## src/rtl/apb_master.sv

```systemverilog
// Single-outstanding APB master: host command in, one APB transfer out, one-cycle response pulse.
// Optional ACCESS-phase timeout abort is compiled in with `define APB_TIMEOUT_EN.
module apb_master #(
   parameter int TIMEOUT_CYCLES = 16
) (
   input  logic        PCLK,
   input  logic        PRESET,
   input  logic        cmd_valid,
   output logic        cmd_ready,
   input  logic        cmd_write,
   input  logic [31:0] cmd_addr,
   input  logic [31:0] cmd_wdata,
   output logic        PSEL,
   output logic        PENABLE,
   output logic        PWRITE,
   output logic [31:0] PRWADDR,
   output logic [31:0] PRWDATA,
   input  logic [31:0] PRDATA1,
   input  logic        PREADY,
   output logic        rsp_valid,
   output logic [31:0] rsp_rdata,
   output logic        rsp_err
);

   typedef enum logic [1:0] {
      IDLE   = 2'd0,
      SETUP  = 2'd1,
      ACCESS = 2'd2
   } state_t;

   state_t state;
   state_t next_state;
   logic   accept;
   logic   done;
   logic   finish;

`ifdef APB_TIMEOUT_EN
   localparam int CW = $clog2(TIMEOUT_CYCLES + 1);
   localparam logic [CW-1:0] TMAX = CW'(TIMEOUT_CYCLES - 1);
   logic [CW-1:0] tcnt;
   logic          timeout_hit;
`endif

   // Idle is the only state that takes a command; reset masks it immediately.
   assign cmd_ready = (state == IDLE) && !PRESET;

   // State register.
   always_ff @(posedge PCLK) begin
      if (PRESET) begin
         state <= IDLE;
      end else begin
         state <= next_state;
      end
   end

   // Next-state decode; PREADY only matters in ACCESS.
   always_comb begin
      next_state = state;
      accept     = 1'b0;
      done       = 1'b0;
      finish     = 1'b0;
`ifdef APB_TIMEOUT_EN
      timeout_hit = 1'b0;
`endif
      case (state)
         IDLE: begin
            if (cmd_valid) begin
               accept     = 1'b1;
               next_state = SETUP;
            end else begin
               next_state = IDLE;
            end
         end
         SETUP: begin
            next_state = ACCESS;
         end
         ACCESS: begin
            if (PREADY) begin
               done       = 1'b1;
               finish     = 1'b1;
               next_state = IDLE;
            end
`ifdef APB_TIMEOUT_EN
            // A late PREADY on the final count still wins over the abort.
            else if (tcnt == TMAX) begin
               timeout_hit = 1'b1;
               finish      = 1'b1;
               next_state  = IDLE;
            end
`endif
            else begin
               next_state = ACCESS;
            end
         end
         default: begin
            next_state = IDLE;
         end
      endcase
   end

   // Registered APB request and response outputs.
   always_ff @(posedge PCLK) begin
      if (PRESET) begin
         PSEL      <= 1'b0;
         PENABLE   <= 1'b0;
         PWRITE    <= 1'b0;
         PRWADDR   <= 32'd0;
         PRWDATA   <= 32'd0;
         rsp_valid <= 1'b0;
         rsp_rdata <= 32'd0;
      end else begin
         PSEL      <= (next_state != IDLE);
         PENABLE   <= (next_state == ACCESS);
         rsp_valid <= finish;
         if (accept) begin
            PWRITE  <= cmd_write;
            PRWADDR <= cmd_addr;
            PRWDATA <= cmd_wdata;
         end else begin
            PWRITE  <= PWRITE;
            PRWADDR <= PRWADDR;
            PRWDATA <= PRWDATA;
         end
         if (done && !PWRITE) begin
            rsp_rdata <= PRDATA1;
         end else begin
            rsp_rdata <= rsp_rdata;
         end
      end
   end

`ifdef APB_TIMEOUT_EN
   // Counts ACCESS wait states; cleared every SETUP.
   always_ff @(posedge PCLK) begin
      if (PRESET) begin
         tcnt    <= '0;
         rsp_err <= 1'b0;
      end else begin
         rsp_err <= timeout_hit;
         if (state == SETUP) begin
            tcnt <= '0;
         end else if (state == ACCESS && !PREADY) begin
            tcnt <= tcnt + 1'b1;
         end else begin
            tcnt <= tcnt;
         end
      end
   end
`else
   assign rsp_err = 1'b0;
`endif

endmodule
```

## config.mk

```make
export PLATFORM = sky130hd
export DESIGN_NAME = apb_master
export DESIGN_NICKNAME = d
export VERILOG_FILES = /design/src/rtl/apb_master.sv
export SDC_FILE = /design/constraint.sdc
export NUM_CORES = 1
export LEC_CHECK = 0
export ABC_CLOCK_PERIOD_IN_PS = 1300
export CAP_MARGIN = 20
export CORE_MARGIN = 3
export CORE_UTILIZATION = 42
export CTS_BUF_LIST = sky130_fd_sc_hd__clkbuf_16
export DETAILED_ROUTE_END_ITERATION = 6
export PLACE_DENSITY = 0.9
export RECOVER_POWER = 50
export SLEW_MARGIN = 20
export SYNTH_ARGS = -nofsm -noshare
export SYNTH_HDL_FRONTEND = slang
export SYNTH_SLANG_ARGS = --single-unit
```

## constraint.sdc

```tcl
create_clock -name PCLK -period 1.3 [get_ports PCLK]
set_input_delay 0.26 -clock PCLK [delete_from_list [all_inputs] [get_ports PCLK]]
set_output_delay 0.26 -clock PCLK [all_outputs]
set_load 0.05 [all_outputs]
```

==> results.sh <==
export IMPL_worst_endpoint_arrival_ns=1.23
export IMPL_critPathMaxFanout=3
export IMPL_io_pins=203
export IMPL_worst_setup_path_start_kind="register"
export IMPL_antenna_found_initial=0
export IMPL_p_leak_uw=0.00331
export IMPL_globalplace_congestion=0.703
export IMPL_fin_skew_ns=0.00958
export IMPL_synthDistinctLibCells=17
export IMPL_final_setup_viol_count=86
export IMPL_overflow=0
export IMPL_root_buffer="clkbuf_16"
export IMPL_synth_common_cells="nand2b_1 (194), dfxtp_1 (102), mux2i_1 (97)"
export IMPL_drtAntennaViolNets=0
export IMPL_cts_buffers=9
export IMPL_post_synth_top_count_cell="nand2b_1"
export IMPL_slew_violations=0
export IMPL_yosys_area_top_type="dfxtp_1"
export IMPL_io_buffers=201
export IMPL_cts_buffer_depth=2
export IMPL_ir_drop_mv=0.919
export IMPL_ys_async_sr_fraction_pct=0
export IMPL_end_kind="output port"
export IMPL_drtPass1Iterations=4
export IMPL_worst_hold_path_endpoint="state[0]$_SDFF_PP0_"
export IMPL_ys_seq_elements=102
export IMPL_design_area_sq_um=8420
export IMPL_grt_pass1_wl_mm=20.2
export IMPL_critPathKind="reg -> out"
export IMPL_period_minus_slack_ns=1.49
export IMPL_clock_sinks=102
export IMPL_hp_class="in -> reg"
export IMPL_synthCells=439
export IMPL_rr_worst_depth=6
export IMPL_yosys_warnings=0
export IMPL_period_share_pct=115
export IMPL_max_cap_violations=0
export IMPL_clk_pin_slew_ns=0.07
export IMPL_fp_row_count=37
export IMPL_dpl_cell_count=755
export IMPL_hold_violations=0
export IMPL_holdPathStages=3
export IMPL_syn_cell_area_sq_um=4520
export IMPL_worstSkewPairLatency_ns=0.33
export IMPL_pre_cts_ws_ns=-0.396
export IMPL_detail_route_vias_per_cell=4.80
export IMPL_grt_total_usage_pct=21.7
export IMPL_die_h_um=110
export IMPL_synth_top_area_share_pct=45.2
export IMPL_grt_start_max_net_pins=99
export IMPL_violations="setup timing"
export IMPL_core_area_sq_um=10400
export IMPL_place_area_sq_um=7680
export IMPL_fin_cells=792
export IMPL_vias=3804
export IMPL_n_antenna_cell=0
export IMPL_reg2reg_from="state[1]$_SDFF_PP0_"
export IMPL_wirelength_mm=14.1
export IMPL_start_util_pct=43.4
export IMPL_drc_errors=0
export IMPL_grt_pass1_vias=3944
export IMPL_powerDensity_nw_per_um2=1060
export IMPL_final_nets=752
export IMPL_ys_flop_type="dfxtp_1"
export IMPL_die_x_um=110
export IMPL_drt_iter0_drc=166
export IMPL_synth_edf_count=0
export IMPL_yosysSeqAreaShare_pct=45.2
export IMPL_worst_slack_ns=-0.194
export IMPL_hold_slack_ns=0.364
export IMPL_yosys_top_cells_area="dfxtp_1 (45%), nand2b_1 (27%), mux2i_1 (21%)"
export IMPL_avgSynthCellArea_sq_um=10.3
export IMPL_post_dp_hpwl_mm=9.22
export IMPL_die_area_sq_um=12000
export IMPL_drive_gt1_share_pct=24.4
export IMPL_cts_tree="built"
export IMPL_r2r_end="PRWDATA[11]$_SDFFE_PP0P_"
export IMPL_syn_num_nets=540
export IMPL_rsz0062_at_grt="true"
export IMPL_post_drt_wl_per_cell_um=17.7
export IMPL_regToRegSetupSlack_ns=-0.17
export IMPL_status="finished, violations left"
export IMPL_area_delta_synth_final_pct=86.4
export IMPL_worst_ep_required_time_ns=1.04
export IMPL_setup_tns_ns=-7.21
export IMPL_min_delay_start="PRESET"
export IMPL_fillers=601
export IMPL_max_freq_mhz=669
export IMPL_htreeDepth=3
==> area by class of cell <==
| cell class | instances | area, sq um | area share (%) |
|---|---|---|---|
| timing repair buffer | 235 | 3580 | 42.5 |
| clock inverter | 7 | 90.1 | 1.07 |
| clock buffer | 9 | 225 | 2.67 |
| tap | 136 | 170 | 2.02 |
| multi-input combinational | 303 | 2310 | 27.5 |
| sequential | 102 | 2050 | 24.3 |
==> cells in the final DEF, fill, tap and decap left out, drive strengths merged <==
cell,count
nand2b,194
buf,129
dfxtp,102
clkdlybuf4s50,99
mux2i,97
clkbuf,16
inv,3
or2,2
bufinv,2
nor3,2
nor3b,2
clkinv,2
and4bb,1
and2,1
nor4b,1
a211o,1
nand2,1
conb,1
==> what timing repair did <==
action / 4_1_cts / 5_1_grt
endpoints found under the setup margin: 47 / 100
resized for setup: 18 / 11
pin swaps: 3 / 2
setup buffers: 10 / 3
hold buffers: 0 / 0
cloned: 7 / 5
==> critical path, stage by stage, from the launching register on <==
cell	delay, ns
dfxtp_1	0.35
buf_6	0.13
nor3_4	0.24
buf_12	0.18
==> power breakdown <==
part           switching (uW)  internal (uW)  total, uW
Combinational            1140           1400       2540
Clock                    1180           1680       2860
Sequential                194           3300       3500
==> how the worst max path moves through the flow <==
stage	from	end	slack [ns]	depth (start not counted)
global route	state[0]$_SDFF_PP0_	cmd_ready	-0.25	3
global placement	cmd_valid	PRWDATA[21]$_SDFFE_PP0P_	-0.33	4
detailed placement	cmd_valid	PRWDATA[15]$_SDFFE_PP0P_	-0.40	4
CTS	state[1]$_SDFF_PP0_	cmd_ready	-0.20	3
floorplan	PRESET	cmd_ready	0.04	3
finish	state[1]$_SDFF_PP0_	cmd_ready	-0.19	3
==> cell families after synthesis <==
family,Yosys count,synth area share [%]
DFF,102,45.2
and+or+nand+nor,204,28.5
buffers and inverters,34,4.59
other,1,0.0830
muxes,97,21.5
AOI/OAI and AO/OA,1,0.194
==> stage by stage <==
stage	total power, uW	utilization (%)
5_1_grt	9210	80.9
6_report	8900	80.9
3_5_place_dp	5870	73.8
3_3_place_gp	5810	73.8
4_1_cts	8920	80.0
2_1_floorplan	4620	-
==> layer usage <==
layer | global-route usage [%] | wire (um)
met5 | 0 | 0
met4 | 6.50 | 255
met3 | 6.22 | 880
met2 | 40.0 | 7600
met1 | 23.9 | 5320
==> registers in the layout, summed over array words and instances (netlist names) <==
| signal | flops |
|---|---|
| rsp_valid | 1 |
| PWRITE | 1 |
| rsp_rdata | 32 |
| PRWDATA | 32 |
| state | 2 |
| PRWADDR | 32 |
| PENABLE | 1 |
| PSEL | 1 |
(Power assumes the default switching activity.)
